[config.mk]
export PLATFORM = sky130hd
export DESIGN_NAME = tqvp_bus_initiator
export DESIGN_NICKNAME = d
export VERILOG_FILES = /design/src/rtl/tqvp_bus_initiator.sv
export SDC_FILE = /design/constraint.sdc
export NUM_CORES = 1
export LEC_CHECK = 0
export CAP_MARGIN = 20
export CORE_MARGIN = 5
export CORE_UTILIZATION = 47
export CTS_BUF_LIST = sky130_fd_sc_hd__clkbuf_8
export CTS_CLUSTER_DIAMETER = 40
export DETAILED_ROUTE_END_ITERATION = 7
export PLACE_DENSITY_LB_ADDON = 0.12
export SKIP_LAST_GASP = 1
export SLEW_MARGIN = 20
export SYNTH_ARGS = -nofsm -noshare
export SYNTH_HDL_FRONTEND = slang
export SYNTH_SLANG_ARGS = --single-unit
[constraint.sdc]
create_clock -name clk -period 4.3 [get_ports clk]
set_input_delay 1.075 -clock clk [delete_from_list [all_inputs] [get_ports clk]]
set_output_delay 1.075 -clock clk [all_outputs]
set_load 0.005 [all_outputs]
[src/rtl/tqvp_bus_initiator.sv]
// tqvp_bus_initiator
// Host-side initiator for the TinyQV peripheral bus. Commands queue in a
// small FIFO and are replayed onto the peripheral address/data/strobe
// interface one at a time. Each command produces exactly one response
// carrying read data and a status code.
//
// Build option: define TQVP_BUS_INITIATOR_TIMEOUT_EN to abort reads that
// see TIMEOUT consecutive not-ready cycles (status 01). Without it, reads
// wait indefinitely for periph_data_ready.
module tqvp_bus_initiator #(
  parameter int FIFO_DEPTH = 4,
  parameter int TIMEOUT    = 15
) (
  input  logic        clk,
  input  logic        rst,
  // command port
  input  logic        cmd_valid,
  output logic        cmd_ready,
  input  logic        cmd_write,
  input  logic [1:0]  cmd_size,
  input  logic [5:0]  cmd_addr,
  input  logic [31:0] cmd_wdata,
  // response port
  output logic        rsp_valid,
  input  logic        rsp_ready,
  output logic [31:0] rsp_rdata,
  output logic [1:0]  rsp_status,
  // peripheral bus
  output logic [5:0]  periph_address,
  output logic [31:0] periph_data_in,
  output logic [1:0]  periph_data_write_n,
  output logic [1:0]  periph_data_read_n,
  input  logic [31:0] periph_data_out,
  input  logic        periph_data_ready,
  // status
  output logic        busy
);

  localparam int PTR_W = $clog2(FIFO_DEPTH);

  localparam logic [1:0] SIZE_ILLEGAL = 2'b11;
  localparam logic [1:0] STROBE_OFF   = 2'b11;
  localparam logic [1:0] ST_OK        = 2'b00;
  localparam logic [1:0] ST_ILLEGAL   = 2'b10;

  typedef enum logic [1:0] {
    IDLE,
    ACCESS,
    RESP
  } state_t;

  typedef struct packed {
    logic        write;
    logic [1:0]  size;
    logic [5:0]  addr;
    logic [31:0] wdata;
  } cmd_t;

  // Parameter sanity: the pointer scheme needs a power-of-two depth.
  if (FIFO_DEPTH < 2 || (FIFO_DEPTH & (FIFO_DEPTH - 1)) != 0) begin : g_bad_depth
    $error("tqvp_bus_initiator: FIFO_DEPTH must be a power of two >= 2");
  end
  if (TIMEOUT < 1) begin : g_bad_timeout
    $error("tqvp_bus_initiator: TIMEOUT must be >= 1");
  end

  // ---------------------------------------------------------------------
  // Command FIFO
  // ---------------------------------------------------------------------
  cmd_t           fifo_mem [FIFO_DEPTH];
  logic [PTR_W:0] wr_ptr_q;
  logic [PTR_W:0] rd_ptr_q;
  logic           fifo_full;
  logic           fifo_empty;
  logic           push;
  logic           pop;
  cmd_t           cmd_in;
  cmd_t           head;

  // Extra pointer MSB distinguishes full from empty when indices match.
  assign fifo_empty = (wr_ptr_q == rd_ptr_q);
  assign fifo_full  = (wr_ptr_q[PTR_W] != rd_ptr_q[PTR_W]) &&
                      (wr_ptr_q[PTR_W-1:0] == rd_ptr_q[PTR_W-1:0]);

  // A full FIFO refuses a push even if the FSM pops in the same cycle.
  assign cmd_ready = !fifo_full;
  assign push      = cmd_valid && !fifo_full;

  assign cmd_in = '{write: cmd_write, size: cmd_size, addr: cmd_addr, wdata: cmd_wdata};
  assign head   = fifo_mem[rd_ptr_q[PTR_W-1:0]];

  // Storage write; entries are only ever read after being written.
  // NOTE: the storage array has no reset -- validity is tracked by the
  // pointers, so clearing the data would only add reset fan-out.
  always_ff @(posedge clk) begin
    if (push) begin
      fifo_mem[wr_ptr_q[PTR_W-1:0]] <= cmd_in;
    end
  end

  // Read/write pointer advance.
  // NOTE: sequential state uses non-blocking assignments so every flop
  // samples pre-edge values regardless of statement order.
  always_ff @(posedge clk or posedge rst) begin
    if (rst) begin
      wr_ptr_q <= '0;
      rd_ptr_q <= '0;
    end else begin
      if (push) wr_ptr_q <= wr_ptr_q + (PTR_W+1)'(1);
      if (pop)  rd_ptr_q <= rd_ptr_q + (PTR_W+1)'(1);
    end
  end

  // ---------------------------------------------------------------------
  // Transfer FSM with registered bus and response outputs
  // ---------------------------------------------------------------------
  state_t      state_q,     state_d;
  logic        cur_write_q, cur_write_d;
  logic [1:0]  cur_size_q,  cur_size_d;
  logic [5:0]  addr_q,      addr_d;
  logic [31:0] wdata_q,     wdata_d;
  logic [1:0]  write_n_q,   write_n_d;
  logic [1:0]  read_n_q,    read_n_d;
  logic        rsp_valid_q, rsp_valid_d;
  logic [31:0] rsp_rdata_q, rsp_rdata_d;
  logic [1:0]  rsp_status_q, rsp_status_d;
  logic        tmo_hit;

  // Zero-extend read data to the transfer size.
  function automatic logic [31:0] size_mask(input logic [1:0] size,
                                            input logic [31:0] data);
    case (size)
      2'b00:   return {24'h0, data[7:0]};
      2'b01:   return {16'h0, data[15:0]};
      default: return data;
    endcase
  endfunction

`ifdef TQVP_BUS_INITIATOR_TIMEOUT_EN
  localparam int TMO_W = $clog2(TIMEOUT + 1);
  logic [TMO_W-1:0] tmo_cnt_q;

  // The edge that would bring the count to TIMEOUT is the abort edge.
  assign tmo_hit = (tmo_cnt_q == TMO_W'(TIMEOUT - 1));

  // Count not-ready read cycles; cleared whenever a new command is launched.
  always_ff @(posedge clk or posedge rst) begin
    if (rst) begin
      tmo_cnt_q <= '0;
    end else if (pop) begin
      tmo_cnt_q <= '0;
    end else if (state_q == ACCESS && !cur_write_q && !periph_data_ready) begin
      tmo_cnt_q <= tmo_cnt_q + TMO_W'(1);
    end
  end
`else
  assign tmo_hit = 1'b0;
`endif

  // Next-state, pop decision and next values of all registered outputs.
  // NOTE: every signal written here gets a default first, so no path can
  // leave one unassigned and infer a latch.
  always_comb begin
    state_d      = state_q;
    cur_write_d  = cur_write_q;
    cur_size_d   = cur_size_q;
    addr_d       = addr_q;
    wdata_d      = wdata_q;
    write_n_d    = write_n_q;
    read_n_d     = read_n_q;
    rsp_valid_d  = rsp_valid_q;
    rsp_rdata_d  = rsp_rdata_q;
    rsp_status_d = rsp_status_q;
    pop          = 1'b0;

    case (state_q)
      IDLE: begin
        if (!fifo_empty) pop = 1'b1;
      end

      ACCESS: begin
        if (cur_write_q || periph_data_ready || tmo_hit) begin
          // Bus cycle ends: release the bus and post the response.
          state_d      = RESP;
          addr_d       = '0;
          wdata_d      = '0;
          write_n_d    = STROBE_OFF;
          read_n_d     = STROBE_OFF;
          rsp_valid_d  = 1'b1;
          rsp_rdata_d  = '0;
          rsp_status_d = ST_OK;
          if (!cur_write_q) begin
            // Data arriving on the abort edge wins over the timeout.
            if (periph_data_ready) begin
              rsp_rdata_d = size_mask(cur_size_q, periph_data_out);
            end else begin
              rsp_status_d = 2'b01;
            end
          end
        end
      end

      RESP: begin
        if (rsp_ready) begin
          rsp_valid_d  = 1'b0;
          rsp_rdata_d  = '0;
          rsp_status_d = ST_OK;
          if (fifo_empty) state_d = IDLE;
          else            pop     = 1'b1;
        end
      end

      default: state_d = IDLE;
    endcase

    // Launch the FIFO head, from IDLE or straight out of a completed RESP.
    if (pop) begin
      cur_write_d = head.write;
      cur_size_d  = head.size;
      if (head.size == SIZE_ILLEGAL) begin
        state_d      = RESP;
        rsp_valid_d  = 1'b1;
        rsp_rdata_d  = '0;
        rsp_status_d = ST_ILLEGAL;
      end else begin
        state_d   = ACCESS;
        addr_d    = head.addr;
        wdata_d   = head.wdata;
        write_n_d = head.write ? head.size : STROBE_OFF;
        read_n_d  = head.write ? STROBE_OFF : head.size;
      end
    end
  end

  // State and output registers; reset idles the bus immediately.
  always_ff @(posedge clk or posedge rst) begin
    if (rst) begin
      state_q      <= IDLE;
      cur_write_q  <= 1'b0;
      cur_size_q   <= 2'b00;
      addr_q       <= '0;
      wdata_q      <= '0;
      write_n_q    <= STROBE_OFF;
      read_n_q     <= STROBE_OFF;
      rsp_valid_q  <= 1'b0;
      rsp_rdata_q  <= '0;
      rsp_status_q <= ST_OK;
    end else begin
      state_q      <= state_d;
      cur_write_q  <= cur_write_d;
      cur_size_q   <= cur_size_d;
      addr_q       <= addr_d;
      wdata_q      <= wdata_d;
      write_n_q    <= write_n_d;
      read_n_q     <= read_n_d;
      rsp_valid_q  <= rsp_valid_d;
      rsp_rdata_q  <= rsp_rdata_d;
      rsp_status_q <= rsp_status_d;
    end
  end

  assign periph_address      = addr_q;
  assign periph_data_in      = wdata_q;
  assign periph_data_write_n = write_n_q;
  assign periph_data_read_n  = read_n_q;
  assign rsp_valid           = rsp_valid_q;
  assign rsp_rdata           = rsp_rdata_q;
  assign rsp_status          = rsp_status_q;
  assign busy                = !fifo_empty || (state_q != IDLE);

endmodule

==> impl_metrics.env, run 1 <==
export IMPL_fp_dieW_um=154
export IMPL_worst_slew_pin_slew_ns=0.867
export IMPL_dp_slack_ns=1.03
export IMPL_startpoint="rd_ptr_q[0]$_DFFE_PP0P_"
export IMPL_rows=52
export IMPL_grt_pass1_vias=5934
export IMPL_final_common_cell="edfxtp_1"
export IMPL_fmax_ghz=0.289
export IMPL_gp_congestion=0.795
export IMPL_antenna_found_initial=2
export IMPL_track_usage_pct=16.7
export IMPL_ys_warn_count=0
export IMPL_post_cts_resized=0
export IMPL_finalInstanceArea_um2=12600
export IMPL_setup_tns_final_ns=0
export IMPL_synth_top_cell_by_area="edfxtp_1"
export IMPL_rsz0062_at_grt="false"
export IMPL_synthCells=584
export IMPL_synth_nets=670
export IMPL_seqCellArea_um2=7140
export IMPL_hpwlAfterDp_um=12900
export IMPL_cts_buffers=42
export IMPL_multi_input_comb_area_um2=2350
export IMPL_final_cell_mix="164 x edfxtp_1, 156 x clkdlybuf4s50_1, 82 x dfrtp_1"
export IMPL_h_tree_depth=2
export IMPL_synth_top_cell_area_share_pct=50.2
export IMPL_viasPerCell=5.13
export IMPL_fillerInstances=1547
export IMPL_die_h_um=154
export IMPL_grt_max_degree=44
export IMPL_cts_buffer_depth=3
export IMPL_r2r_end="fifo_mem[2][20]$_DFFE_PP_"
export IMPL_ir_drop_mv=0.419
export IMPL_hold_buffers=0
export IMPL_drt_antenna_violating_nets=0
export IMPL_io_buffers=156
export IMPL_wl_per_cell_um=18.3
export IMPL_outcome="complete, no violations"
export IMPL_critPathKind="flop to output pin"
export IMPL_areaGrowthSynthToFinish_pct=28.2
export IMPL_ys_ff_latch=252
export IMPL_layout_min_cycle_time_ns=3.45
export IMPL_clkLatencyLatePin_ns=0.52
export IMPL_maxSlewViolCount=0
export IMPL_end_kind="output pin"
export IMPL_cp_depth=3
export IMPL_setup_viol=0
export IMPL_wl_um=19700
export IMPL_cts_tree="built"
export IMPL_critPathMaxFanout=19
export IMPL_final_hold_viol_count=0
export IMPL_grt_pass1_wl_um=31500
export IMPL_cpPeakStageDelay_ns=0.63
export IMPL_synth_avg_cell_area_um2=16.8
export IMPL_crit_chain="xnor2_1, nand4_1, clkdlybuf4s50_1"
export IMPL_hold_path_class="flop to flop"
export IMPL_ios=157
export IMPL_drt_first_pass_iters=6
export IMPL_drc=0
export IMPL_core_um2=20400
export IMPL_drv_cap=0
export IMPL_finalNetCount=854
export IMPL_worst_ep_required_time_ns=3.22
export IMPL_initial_core_util_pct=48.1
export IMPL_r2r_slack_ns=1.60
export IMPL_finalPower_uw=8880
export IMPL_p_leak_uw=0.00506
export IMPL_startpoint_type="flop"
export IMPL_path_clk_slew_ns=0.06
export IMPL_fin_util_pct=61.7
export IMPL_crit_end="busy"
export IMPL_layout_drive_gt1_share_pct=16.6
export IMPL_fin_worst_skew_ns=0.0178
export IMPL_r2r_start="rd_ptr_q[0]$_DFFE_PP0P_"
export IMPL_finalCritPeriodShare_pct=80.3
export IMPL_fin_ws_ns=0.845
export IMPL_hold_path_depth=1
export IMPL_place_area_um2=11700
export IMPL_diodes=0
export IMPL_cts_sinks=252
export IMPL_crit_path_top_delay_cell="dfrtp_4"
export IMPL_synth_area_leaders="edfxtp_1 50%, dfrtp_1 21%, mux4_2 9.4%"
export IMPL_die_area_um2=23800
export IMPL_p_per_area_nw_per_um2=707
export IMPL_dr_first_iter_drc_count=279
export IMPL_crit_family="flip-flops"
export IMPL_max_slew_margin_pct=42.1
export IMPL_dr_total_vias=5498
export IMPL_grt_overflow_total=0
export IMPL_ys_seq_area_share_pct=72.8
export IMPL_critPathArrivalTime_ns=2.38
export IMPL_post_cts_repair_setup_buffers=0
export IMPL_reg2regPathDepth=4
export IMPL_cp_num_buf_inv=1
export IMPL_syn_cell_area_um2=9800
export IMPL_ctsRootBufferMaster="clkbuf_8"
export IMPL_ys_types=38
[worst reg2reg max path, delay by kind of cell, from the launching register on]
| kind | cells | cell delay, ns |
|---|---|---|
| DFF | 1 | 0.63 |
| and+or+nand+nor | 1 | 0.59 |
| AOI/OAI and AO/OA | 1 | 0.54 |
| buffers and inverters | 1 | 0.33 |
| xor gates and xnor gates | 1 | 0.30 |
[area by class of cell]
cell class              count  area share, %
well taps                 270           2.69
flip-flops and latches    252           56.8
multi-input cells         255           18.7
clock buffers              52           5.70
inverters                  49           1.48
clock inverters            26           1.28
repair buffers            168           13.3
[metal layers]
metal | up-vias | part of all wire [%] | GRT usage, %
li1 | 2529 | - | -
met3 | 33 | 7.3 | 4.14
met2 | 186 | 47 | 27.1
met5 | - | 0.097 | 0
met1 | 2746 | 44 | 22.2
met4 | 4 | 1.8 | 5.68
[Yosys cell counts (all sizes together)]
master,n
xnor2,6
a31oi,4
and4b,1
nand2b,1
a22o,1
clkbuf,9
or3b,1
edfxtp,164
inv,49
a32oi,2
buf,19
xor2,2
nor2b,1
o22ai,2
dfrtp,84
a21oi,2
a31o,1
and2,5
mux4,41
nor3,2
nand2,56
ha,8
dfstp,4
a22oi,32
mux2,1
nor2,37
o21ai,2
nand4,1
a21o,1
o21a,3
nand3,3
mux2i,39
[power by group]
group / switching (µW) / leakage (µW) / internal [µW] / total, µW
clock: 891 / 0.000509 / 1210 / 2100
sequential: 289 / 0.00263 / 3320 / 3610
combinational: 1620 / 0.00193 / 1550 / 3170
total: 2800 / 0.00506 / 6090 / 8880
[kinds of logic after synthesis]
logic type,share of synthesized area [%]
xor+xnor,0.715
mux,13.5
fa+ha+maj,1.02
compound gates,3.85
simple gates,4.70
buf+inv,3.45
flops,72.8
[metrics by stage]
step | hold slack, ns | instances
3_5_place_dp | 0.468 | 994
6_report | 0.475 | 1072
4_1_cts | 0.481 | 1072
5_1_grt | 0.498 | 1072
2_1_floorplan | 0.447 | 584
3_3_place_gp | 0.459 | 994
[worst min-delay path by stage]
stage / slack [ns] / to / start
finish: 0.48 / rsp_status[1]$_DFF_PP0_ / rsp_status[1]$_DFF_PP0_
global route: 0.50 / rsp_status[1]$_DFF_PP0_ / rsp_status[1]$_DFF_PP0_
CTS: 0.48 / rsp_status[1]$_DFF_PP0_ / rsp_status[1]$_DFF_PP0_
detailed placement: 0.47 / rsp_status[1]$_DFF_PP0_ / rsp_status[1]$_DFF_PP0_
global placement: 0.46 / rsp_status[1]$_DFF_PP0_ / rsp_status[1]$_DFF_PP0_
floorplan: 0.45 / cur_size_q[0]$_DFFE_PP0P_ / cur_size_q[0]$_DFFE_PP0P_
[sequential cells by signal (all words and copies together) (netlist names)]
name	cells
periph_data_in	32
rsp_valid	1
periph_data_write_n	2
fifo_mem	164
wr_ptr_q	3
rd_ptr_q	3
rsp_status	2
rsp_rdata	32
cur_size_q	2
state_q	2
cur_write_q	1
periph_data_read_n	2
periph_address	6
(Power assumes the default switching activity.)
==> inputs of run 2 (changes only) <==
clock period = 3.3 ns   (was 4.3 ns; I/O delays follow)
==> run 2 against run 1 <==
  * Sequential power increased by 29%
  * Non-clock buffer count increased by 5
  * Critical endpoint unchanged
  * Largest power group unchanged
  * Hold slack got worse by 0.0023 ns
  * Largest cell class unchanged
  * Flip-flop and latch count unchanged
  * First-iteration DRC count decreased by 25%
  * Design area increased by 0.40%
  * Combinational power increased by 36%
  * Global-route usage increased by 0.40 points
==> impl_metrics.env, run 2 (synthesized netlist as in run 1, its figures left out) <==
export IMPL_outcome="complete, no violations"
export IMPL_final_common_cell="edfxtp_1"
export IMPL_diodes=0
export IMPL_ctsRootBufferMaster="clkbuf_8"
export IMPL_grt_pass1_wl_um=32300
export IMPL_cts_buffer_depth=3
export IMPL_final_hold_viol_count=0
export IMPL_worst_ep_required_time_ns=2.47
export IMPL_ir_drop_mv=0.409
export IMPL_fin_util_pct=61.9
export IMPL_r2r_end="periph_data_in[4]$_DFF_PP0_"
export IMPL_fin_worst_skew_ns=0.0248
export IMPL_finalCritPeriodShare_pct=91.5
export IMPL_finalNetCount=859
export IMPL_drt_first_pass_iters=4
export IMPL_setup_viol=0
export IMPL_critPathMaxFanout=6
export IMPL_drc=0
export IMPL_gp_congestion=0.810
export IMPL_viasPerCell=5.13
export IMPL_hold_path_class="flop to flop"
export IMPL_largest_register_ff_count=164
export IMPL_hold_buffers=0
export IMPL_rsz0062_at_grt="false"
export IMPL_path_clk_slew_ns=0.06
export IMPL_cts_tree="built"
export IMPL_rows=52
export IMPL_setup_tns_final_ns=0
export IMPL_max_slew_margin_pct=44.7
export IMPL_dp_cells=999
export IMPL_startpoint_type="flop"
export IMPL_reg2regPathDepth=6
export IMPL_wl_um=20100
export IMPL_wl_per_cell_um=18.6
export IMPL_r2r_start="rd_ptr_q[1]$_DFFE_PP0P_"
export IMPL_initial_core_util_pct=48.1
export IMPL_maxSlewViolCount=0
export IMPL_p_per_area_nw_per_um2=920
export IMPL_die_h_um=154
export IMPL_hold_path_depth=1
export IMPL_ios=157
export IMPL_stdcell_count=1077
export IMPL_cts_buffers=42
export IMPL_post_cts_resized=0
export IMPL_layout_min_cycle_time_ns=3.02
export IMPL_critPathArrivalTime_ns=2.20
export IMPL_antenna_found_initial=0
export IMPL_p_leak_uw=0.00507
export IMPL_core_um2=20400
export IMPL_final_cell_mix="164 x edfxtp_1, 156 x clkdlybuf4s50_1, 82 x dfrtp_1"
export IMPL_finalPower_uw=11600
export IMPL_worst_slew_pin_slew_ns=0.830
export IMPL_io_buffers=156
export IMPL_dr_first_iter_drc_count=208
export IMPL_areaGrowthSynthToFinish_pct=28.7
export IMPL_drv_cap=0
export IMPL_track_usage_pct=17.1
export IMPL_drt_antenna_violating_nets=0
export IMPL_hold_end="rsp_status[1]$_DFF_PP0_"
export IMPL_h_tree_depth=2
export IMPL_clkLatencyLatePin_ns=0.52
export IMPL_layout_drive_gt1_share_pct=17.0
export IMPL_fmax_ghz=0.331
export IMPL_hp_start="rsp_status[1]$_DFF_PP0_"
export IMPL_grt_overflow_total=0
export IMPL_die_area_um2=23800
export IMPL_end_kind="output pin"
export IMPL_fp_dieW_um=154
export IMPL_cts_sinks=252
export IMPL_hpwlAfterDp_um=12900
export IMPL_post_cts_repair_setup_buffers=0
export IMPL_grt_pass1_vias=6009
export IMPL_r2r_slack_ns=0.91
export IMPL_dr_total_vias=5524
export IMPL_critPathKind="flop to output pin"
export IMPL_grt_max_degree=44
==> run 2: worst max-delay path by stage <==
stage,startpoint,end,depth (start not counted)
finish,rd_ptr_q[0]$_DFFE_PP0P_,busy,3
global placement,cmd_valid,fifo_mem[3][11]$_DFFE_PP_,5
global route,rd_ptr_q[0]$_DFFE_PP0P_,busy,3
floorplan,rst,cur_size_q[0]$_DFFE_PP0P_,1
detailed placement,cmd_valid,fifo_mem[3][15]$_DFFE_PP_,5
CTS,rd_ptr_q[0]$_DFFE_PP0P_,busy,3
==> run 2: per-stage QoR <==
step	hold WS [ns]	setup WS, ns	cell area, µm²
floorplan	0.447	0.203	9800
global placement	0.461	0.572	11800
detailed placement	0.465	0.536	11800
CTS	0.478	0.241	12600
global route	0.499	0.0848	12600
finish	0.473	0.279	12600
==> run 2: layout make-up <==
cell class                 instances  area (µm²)
fill                            1528        7750
sequential                       252        7140
multi-input combinational        255        2350
timing repair buffer             173        1760
clock buffer                      50         688
tap                              270         338
inverter                          49         186
clock inverter                    28         151
==> run 2: layer usage <==
| layer | up-vias | wire, µm | GRT usage (%) |
|---|---|---|---|
| met4 | 0 | 357 | 4.92 |
| met5 | - | 0 | 0 |
| met2 | 207 | 9610 | 27.7 |
| li1 | 2539 | - | - |
| met3 | 33 | 1410 | 4.61 |
| met1 | 2745 | 8680 | 22.8 |
==> run 2: critical path, stage by stage (launching register included) <==
cell             delay, ns
dfrtp_4               0.51
xnor2_1               0.47
nand4_1               0.18
clkdlybuf4s50_1       0.51
==> run 2: report_power, final <==
part	switching [µW]	internal [µW]	leakage, µW	total (µW)
clock network	1180	1460	0.000471	2640
registers	330	4320	0.00263	4650
logic	2220	2100	0.00197	4320
==> inputs of run 3 (changes only) <==
CORE_MARGIN = unset   (was 5)
SLEW_MARGIN = unset   (was 20)
TNS_END_PERCENT = 30   (was unset)
==> run 3 against run 2 <==
  * Register-to-register slack got worse by 0.12 ns
  * Flip-flop and latch count did not move
  * Power fell by 1.2%
  * Design area fell by 0.48%
  * Clock power fell by 3%
  * Routed wire length fell by 5.0%
  * Maximum frequency rose by 0.34%
  * Non-clock buffer count rose by 1
==> impl_metrics.env, run 3 (synthesized netlist as in run 1, its figures left out) <==
export IMPL_startpoint_type="flop"
export IMPL_drv_cap=0
export IMPL_stdcell_count=1074
export IMPL_drc=0
export IMPL_die_area_um2=21400
export IMPL_final_common_cell="edfxtp_1"
export IMPL_grt_max_degree=44
export IMPL_viasPerCell=5.15
export IMPL_rows=52
export IMPL_finalCritPeriodShare_pct=91.2
export IMPL_maxSlewViolCount=0
export IMPL_fp_dieW_um=146
export IMPL_grt_overflow_total=0
export IMPL_hold_slack_ns=0.477
export IMPL_areaGrowthSynthToFinish_pct=28.1
export IMPL_hold_buffers=0
export IMPL_post_cts_repair_setup_buffers=0
export IMPL_post_cts_resized=0
export IMPL_worst_slew_pin_slew_ns=0.789
export IMPL_io_buffers=156
export IMPL_setup_tns_final_ns=0
export IMPL_drt_antenna_violating_nets=0
export IMPL_diodes=0
export IMPL_drt_first_pass_iters=4
export IMPL_ctsRootBufferMaster="clkbuf_8"
export IMPL_end_kind="output pin"
export IMPL_dp_slack_ns=0.381
export IMPL_cts_sinks=252
export IMPL_p_per_area_nw_per_um2=913
export IMPL_finalNetCount=858
export IMPL_dr_first_iter_drc_count=266
export IMPL_die_h_um=146
export IMPL_core_um2=20400
export IMPL_hold_path_class="flop to flop"
export IMPL_grt_pass1_vias=5944
export IMPL_cts_tree="built"
export IMPL_dr_total_vias=5530
export IMPL_ir_drop_mv=0.526
export IMPL_fin_ws_ns=0.290
export IMPL_outcome="complete, no violations"
export IMPL_cts_buffers=40
export IMPL_grt_pass1_wl_um=31300
export IMPL_h_tree_depth=2
export IMPL_initial_core_util_pct=48.1
export IMPL_layout_min_cycle_time_ns=3.01
export IMPL_critPathKind="flop to output pin"
export IMPL_critPathArrivalTime_ns=2.19
export IMPL_dp_cells=1000
export IMPL_fin_worst_skew_ns=0.0218
export IMPL_p_leak_uw=0.00504
export IMPL_layout_drive_gt1_share_pct=16.2
export IMPL_fmax_ghz=0.332
export IMPL_track_usage_pct=18.7
export IMPL_place_area_um2=11800
export IMPL_critPathMaxFanout=6
export IMPL_rsz0062_at_grt="false"
export IMPL_final_cell_mix="164 x edfxtp_1, 156 x clkdlybuf4s50_1, 82 x dfrtp_1"
export IMPL_cts_buffer_depth=3
export IMPL_largest_register_ff_count=164
export IMPL_gp_congestion=0.778
export IMPL_wl_um=19100
export IMPL_clkLatencyLatePin_ns=0.53
export IMPL_antenna_found_initial=0
export IMPL_max_slew_margin_pct=47.4
export IMPL_hpwlAfterDp_um=12100
export IMPL_worst_ep_required_time_ns=2.47
export IMPL_setup_viol=0
export IMPL_finalInstanceArea_um2=12600
export IMPL_wl_per_cell_um=17.8
export IMPL_ios=157
export IMPL_final_hold_viol_count=0
export IMPL_path_clk_slew_ns=0.06
-- run 3: area by class of cell --
type / count / area (µm²)
clock inverter: 33 / 220
inverter: 49 / 186
sequential: 252 / 7140
timing repair buffer: 174 / 1760
fill: 1540 / 7810
multi-input combinational: 255 / 2350
clock buffer: 41 / 564
tap: 270 / 338
-- run 3: stage by stage --
stage               power (µW)  utilization [%]
global route             12200             61.6
detailed placement        9060             57.8
CTS                      11700             61.6
floorplan                 7470                -
global placement          8910             57.8
finish                   11500             61.6
-- run 3: worst paths after layout --
check | start | end | slack (ns) | depth (start not counted)
max | rd_ptr_q[0]$_DFFE_PP0P_ | busy | 0.29 | 3
min | rsp_status[1]$_DFF_PP0_ | rsp_status[1]$_DFF_PP0_ | 0.48 | 1
max reg2reg | rd_ptr_q[0]$_DFFE_PP0P_ | periph_data_write_n[0]$_DFF_PP1_ | 0.79 | 5
min reg2reg | rsp_status[1]$_DFF_PP0_ | rsp_status[1]$_DFF_PP0_ | 0.48 | 1
max in group asynchronous | rst | periph_data_read_n[0]$_DFF_PP1_ | 1.97 | 3
min in group asynchronous | rst | rsp_rdata[22]$_DFF_PP0_ | 0.64 | 2
-- run 3: worst max-delay path, stage by stage (launching register included) --
cell and delay, ns:
dfrtp_4 0.48, xnor2_1 0.51, nand4_1 0.18, clkdlybuf4s50_1 0.51
-- run 3: power by group --
| part | switching, µW | internal [µW] | total, µW |
|---|---|---|---|
| clock | 1150 | 1400 | 2550 |
| sequential | 316 | 4320 | 4640 |
| combinational | 2200 | 2080 | 4280 |
| total | 3660 | 7800 | 11500 |
-- run 3: routing by layer --
metal	global-route usage, %	vias up	share of wire (%)
li1	-	2531	-
met1	24.7	2777	43
met2	31.3	192	49
met4	5.52	0	1.5
met3	4.06	30	6.1
met5	0	-	0
